## src/rtl/keypad_debounce.sv

```systemverilog
// keypad_debounce: 3-column keypad scanner with frame-level debounce.
// Ports:
//   clk        system clock
//   rst        synchronous active-high reset
//   key_row    row lines, active-high, bit0 = top row
//   key_col    one-hot column drive (001 left, 010 middle, 100 right)
//   key_valid  one-cycle pulse per debounced press
//   key_code   code of the last accepted key (1-9, 0, 10 = '*', 11 = '#')
//   key_held   high while the accepted key is considered held
module keypad_debounce #(
  parameter int unsigned SCAN_DIV       = 12500,
  parameter int unsigned DEBOUNCE_SCANS = 4
) (
  input  logic       clk,
  input  logic       rst,
  input  logic [3:0] key_row,
  output logic [2:0] key_col,
  output logic       key_valid,
  output logic [3:0] key_code,
  output logic       key_held
);

  localparam int unsigned DW = (SCAN_DIV > 1) ? $clog2(SCAN_DIV) : 1;
  localparam int unsigned CW = $clog2(DEBOUNCE_SCANS + 1);
  localparam logic [DW-1:0] DWELL_LAST = DW'(SCAN_DIV - 1);
  localparam logic [CW-1:0] CNT_MAX    = CW'(DEBOUNCE_SCANS);
  localparam logic [CW-1:0] CNT_ONE    = CW'(1);

  typedef enum logic [2:0] {COL1 = 3'b001, COL2 = 3'b010, COL3 = 3'b100} col_t;
  typedef enum logic [1:0] {IDLE, PRESS_CHK, HELD, REL_CHK} db_t;

  col_t            col_q, col_d;
  logic [DW-1:0]   dwell_q;
  logic [7:0]      snap_q;
  logic            sample_c;
  logic            frame_done_c;
  logic [11:0]     frame_c;

  assign sample_c     = (dwell_q == DWELL_LAST);
  assign frame_done_c = sample_c && (col_q == COL3);
  // Full frame: the COL3 rows are taken live on the completing edge.
  assign frame_c      = {key_row, snap_q};
  assign key_col      = col_q;

  // Scan state register, dwell counter and per-column row snapshot.
  always_ff @(posedge clk) begin
    if (rst) begin
      col_q   <= COL1;
      dwell_q <= '0;
      snap_q  <= '0;
    end else begin
      col_q   <= col_d;
      dwell_q <= sample_c ? '0 : dwell_q + DW'(1);
      if (sample_c) begin
        case (col_q)
          COL1:    snap_q[3:0] <= key_row;
          COL2:    snap_q[7:4] <= key_row;
          default: ;
        endcase
      end
    end
  end

  // Column rotation; advances after the last dwell cycle of each column.
  always_comb begin
    col_d = col_q;
    if (sample_c) begin
      case (col_q)
        COL1:    col_d = COL2;
        COL2:    col_d = COL3;
        default: col_d = COL1;
      endcase
    end
  end

  // Frame classification: number of set bits and index of the (last) set bit.
  logic [3:0] ones_c;
  logic [3:0] idx_c;
  logic [3:0] code_c;
  logic       empty_c;
  logic       single_c;

  always_comb begin
    ones_c = '0;
    idx_c  = '0;
    for (int i = 0; i < 12; i++) begin
      if (frame_c[i]) begin
        ones_c = ones_c + 4'd1;
        idx_c  = 4'(i);
      end
    end
  end

  assign empty_c  = (ones_c == 4'd0);
  assign single_c = (ones_c == 4'd1);

  // Bit index is col*4 + row.
  always_comb begin
    case (idx_c)
      4'd0:    code_c = 4'd1;
      4'd1:    code_c = 4'd4;
      4'd2:    code_c = 4'd7;
      4'd3:    code_c = 4'd10;
      4'd4:    code_c = 4'd2;
      4'd5:    code_c = 4'd5;
      4'd6:    code_c = 4'd8;
      4'd7:    code_c = 4'd0;
      4'd8:    code_c = 4'd3;
      4'd9:    code_c = 4'd6;
      4'd10:   code_c = 4'd9;
      default: code_c = 4'd11;
    endcase
  end

  db_t           db_q, db_d;
  logic [CW-1:0] cnt_q, cnt_d, cnt_inc_c;
  logic [3:0]    cand_q, cand_d;
  logic          valid_d, held_d;
  logic [3:0]    code_d;

  assign cnt_inc_c = (cnt_q == CNT_MAX) ? cnt_q : cnt_q + CW'(1);

  // Debounce state register and registered outputs.
  always_ff @(posedge clk) begin
    if (rst) begin
      db_q      <= IDLE;
      cnt_q     <= '0;
      cand_q    <= '0;
      key_valid <= 1'b0;
      key_code  <= '0;
      key_held  <= 1'b0;
    end else begin
      db_q      <= db_d;
      cnt_q     <= cnt_d;
      cand_q    <= cand_d;
      key_valid <= valid_d;
      key_code  <= code_d;
      key_held  <= held_d;
    end
  end

  // Debounce next-state logic, evaluated only on frame completion.
  always_comb begin
    db_d    = db_q;
    cnt_d   = cnt_q;
    cand_d  = cand_q;
    valid_d = 1'b0;
    code_d  = key_code;
    held_d  = key_held;
    if (frame_done_c) begin
      case (db_q)
        IDLE: begin
          if (single_c) begin
            cand_d = code_c;
            cnt_d  = CNT_ONE;
            if (CNT_MAX == CNT_ONE) begin
              valid_d = 1'b1;
              code_d  = code_c;
              db_d    = HELD;
            end else begin
              db_d = PRESS_CHK;
            end
          end
        end
        PRESS_CHK: begin
          if (single_c && (code_c == cand_q)) begin
            cnt_d = cnt_inc_c;
            if (cnt_inc_c == CNT_MAX) begin
              valid_d = 1'b1;
              code_d  = cand_q;
              db_d    = HELD;
            end
          end else if (single_c) begin
            cand_d = code_c;
            cnt_d  = CNT_ONE;
          end else begin
            db_d = IDLE;
          end
        end
        HELD: begin
          if (empty_c) begin
            cnt_d = CNT_ONE;
            db_d  = (CNT_MAX == CNT_ONE) ? IDLE : REL_CHK;
          end
        end
        default: begin
          if (empty_c) begin
            cnt_d = cnt_inc_c;
            if (cnt_inc_c == CNT_MAX) db_d = IDLE;
          end else begin
            db_d = HELD;
          end
        end
      endcase
      // A release still under check keeps the key reported as held.
      held_d = (db_d == HELD) || (db_d == REL_CHK);
    end
  end

endmodule
```

## config.mk

```make
export PLATFORM = sky130hd
export DESIGN_NAME = keypad_debounce
export DESIGN_NICKNAME = d
export VERILOG_FILES = /design/src/rtl/keypad_debounce.sv
export SDC_FILE = /design/constraint.sdc
export NUM_CORES = 1
export LEC_CHECK = 0
export CELL_PAD_IN_SITES_DETAIL_PLACEMENT = 1
export CELL_PAD_IN_SITES_GLOBAL_PLACEMENT = 2
export CORE_ASPECT_RATIO = 0.5
export CORE_MARGIN = 4
export CORE_UTILIZATION = 34
export CTS_CLUSTER_SIZE = 8
export DETAILED_ROUTE_END_ITERATION = 10
export PLACE_DENSITY = 0.87
export SYNTH_ARGS = -nofsm -noshare
export SYNTH_HDL_FRONTEND = slang
export SYNTH_SLANG_ARGS = --single-unit
export TNS_END_PERCENT = 10
```

## constraint.sdc

```tcl
create_clock -name clk -period 7.4 [get_ports clk]
set_input_delay 1.11 -clock clk [delete_from_list [all_inputs] [get_ports clk]]
set_output_delay 1.11 -clock clk [all_outputs]
set_load 0.1 [all_outputs]
```

==> results by group <==
Worst hold path
  • Hold WC Path Type: flop to flop

Clock network
  • Longest Clk Path Bufs: 2
  • CTS tree: yes
  • Total CTS buffers: 5
  • H-tree levels: 2
  • Root Driver: clkbuf_16
  • CTS Hold Bufs: 0
  • Clock Latency Late Sink: 280 ps
  • Clock slew at reported path FFs: 60 ps
  • CTS sink count: 39

Floorplan
  • # IOs: 15
  • Die width: 140.3 um
  • Die extent in y: 74.14 um
  • Die Area: 0.01040 mm2
  • Initial Util: 36.01%
  • Cell Rows: 23
  • Core Region: 0.008259 mm2

STA
  • Setup Total Neg Slack: 0 ps
  • Measured slew at the worst slew-check pin: 1198 ps
  • Fin crit period: 7020 ps
  • Relative slew margins: 18.98%
  • Fin. Hold Viols: 0
  • Tcrit/Tclk final: 94.86%
  • RSZ-0062 raised after global routing: false
  • Fin. max-slew vios: 0
  • Final Skew: 3.486 ps
  • Setup violators final: 0
  • Max Freq: 142.5 MHz
  • Setup ws final: 380.4 ps

Routing
  • Max layer used: met4
  • Met2 WL post-DR: 4.233 mm
  • Met3 Wirelength: 139 um
  • DR vias/cell: 5.316
  • Post-route antenna net violation count: 0
  • Drt wl/cell: 15.79 um
  • Vias: 2594
  • Final wirelength: 7.706 mm
  • Remaining DRCs: 0
  • DRT met1 WL: 3.260 mm
  • Drt first pass iters: 4
  • 1st-iter DRT viols: 80

Yosys
  • Biggest area consumer among synthesized cells: dfxtp_1
  • Cell variety after synth: 56
  • Register area share after synthesis: 26.25%
  • Average size of a mapped cell: 8.425 um2
  • Synth warnings: 0
  • Post-synth EDFFs: 0
  • Area contributors post-synth: dfxtp_1 26%, ha_1 8.4%, mux2i_1 7.7%
  • Synth top area share: 26.25%
  • Synth Instances: 353
  • Ys async rst share: 0%
  • Net Count, Synth: 379
  • Yosys reg bits: 39
  • Synthesized cell area: 0.002974 mm2
  • Synth Flop Type: dfxtp_1

Final layout
  • Final-layout fill cell count: 967
  • Layout cell share with drive strength beyond 1: 17.02%
  • P&R area growth vs syn: 21.16%
  • Final Non-Filler Cells: 488
  • Register area: 782.0 um2
  • Nets@finish: 401
  • Non-Filler Cell Area, Final: 0.003603 mm2
  • Diodes inserted: 0
  • Multi-input gate area: 0.002223 mm2

Critical path
  • Critical path type: flop to flop
  • Critical path's slowest cell: dfxtp_1
  • Maximum fanout along the worst path: 4
  • CP most frequent cell: ha_4
  • Family with the most delay on the worst path: adder cells
  • Required time of the critical path: 7530 ps
  • CP bufs+invs: 2
  • Crit-path max cell delay: 340 ps
  • Crit path launch type: flop
  • Worst reg-to-reg setup slack: 380 ps
  • Crit end category: flop
  • WP data arrival: 7150 ps

Pwr
  • Seq pwr share: 44.2%
  • Peak supply drop: 0.0001032 V
  • Int Pwr: 0.0003640 W
  • Logic pwr share: 12.8%
  • Net Sw Frac: 24.35%
  • NetSw: 0.0001172 W
  • P_leak: 1.377 nW
  • Clock power frac: 43.0%
  • PD cells: 133.5 mW/mm2
  • Total power: 0.0004812 W

Place
  • Area after DPL: 0.003229 mm2
  • RD Place Congestion: 0.7892
  • Port bufs: 14
  • Dpl cells: 469
  • Post-DP HPWL: 5.618 mm
  • Dpl ws: -438.9 ps

GRT
  • First-pass GRT wire length: 12.85 mm
  • GRT overflow: 0
  • Total track usage: 14.84%
  • Largest net degree at the start of global routing: 24
  • Antenna violations before repair: 0
  • Vias in the first global route: 2711

Outcome
  • Status: completed

Job
  • Max cap viols: 0
==> metal layers <==
layer  vias to the layer above  GRT usage (%)
li1                       1266              -
met1                      1301          16.60
met2                        19          30.19
met3                         8          2.312
met4                         0          3.437
met5                         -              0
==> registers in the layout, indices dropped and copies added (netlist names) <==
signal and flops:
dwell_q 14, snap_q 8, cand_q 4, key_code 4, cnt_q 3, key_col 3
db_q 1, key_held 1, key_valid 1
==> cell usage in the layout (no fill, tap or decap), types with 3 or more instances in the layout <==
cell type | Yosys | routed
a21oi_1 | 10 | 10
a31oi_1 | 3 | 3
and2_1 | 4 | 4
and3_1 | 4 | 4
buf_4 | 0 | 15
clkbuf_16 | 0 | 5
clkdlybuf4s50_1 | 0 | 14
dfxtp_1 | 39 | 38
ha_1 | 20 | 12
ha_4 | 0 | 6
inv_1 | 17 | 17
mux2_2 | 4 | 4
mux2i_1 | 23 | 21
nand2_1 | 31 | 28
nand2_2 | 0 | 3
nand3_1 | 9 | 8
nand3b_1 | 5 | 5
nand4_1 | 8 | 8
nor2_1 | 53 | 52
nor3_1 | 6 | 6
nor4_1 | 3 | 3
o2111ai_1 | 3 | 3
o211ai_1 | 4 | 4
o21ai_0 | 12 | 12
o31ai_1 | 3 | 3
or2_2 | 5 | 3
or3_1 | 3 | 3
xnor2_1 | 18 | 16
xnor2_2 | 2 | 3
xnor2_4 | 3 | 4
xor2_1 | 16 | 15
==> synthesized netlist by cell type (3+ instances only) <==
cell type  instances
a21oi_1           10
a31oi_1            3
and2_1             4
and3_1             4
clkbuf_1          12
dfxtp_1           39
ha_1              20
inv_1             17
mux2_2             4
mux2i_1           23
nand2_1           31
nand3_1            9
nand3b_1           5
nand4_1            8
nor2_1            53
nor3_1             6
nor4_1             3
o2111ai_1          3
o211ai_1           4
o21ai_0           12
o31ai_1            3
or2_2              5
or3_1              3
xnor2_1           18
xnor2_4            3
xor2_1            16
==> cells by family (layout without fill, tap and decap cells) <==
logic type                 Yosys count  in the layout  synth area share, %
buffers and inverters               31             54                3.996
DFF                                 39             39                26.25
and+or+nand+nor                    141            141                23.26
adders and majority gates           20             20                8.414
xor gates and xnor gates            43             43                16.74
muxes                               28             28                9.634
AOI/OAI and AO/OA                   51             51                11.70
==> area by class of cell <==
class / count / area share, %
tap: 112 / 3.889
timing repair buffer: 29 / 7.014
multi-input combinational: 283 / 61.70
sequential: 39 / 21.70
clock inverter: 2 / 0.3472
inverter: 17 / 1.771
clock buffer: 6 / 3.576
==> per-stage QoR <==
step                hold slack [ps]  utilization (%)
global route                  484.0            43.63
floorplan                     429.9                -
global placement              445.0            39.10
detailed placement            454.4            39.10
CTS                           467.8            42.22
finish                        461.3            43.63
==> repair_timing <==
action | CTS | global route
pin swaps | 2 | 6
buffers inserted | 5 | 6
gates resized for setup | 11 | 12
setup endpoints to repair | 14 | 14
==> worst paths after layout <==
| check | startpoint | to | cells past startpoint |
|---|---|---|---|
| worst min register to register | dwell_q[0] | dwell_q[0] | 1 |
| worst max-delay path | snap_q[0] | key_code[2] | 35 |
| worst max register to register | snap_q[0] | key_code[2] | 35 |
| worst min-delay path | dwell_q[0] | dwell_q[0] | 1 |
==> power by group through the flow <==
stage                     combinational [W]  sequential (W)  clock (W)
final                             0.0000614        0.000213   0.000207
after detailed placement          0.0000514        0.000217          0
after global routing              0.0000674        0.000213   0.000220
after CTS                         0.0000565        0.000213   0.000212
after floorplan                   0.0000377        0.000217          0
after global placement            0.0000491        0.000217          0
Power figures use the tool's default switching activity.
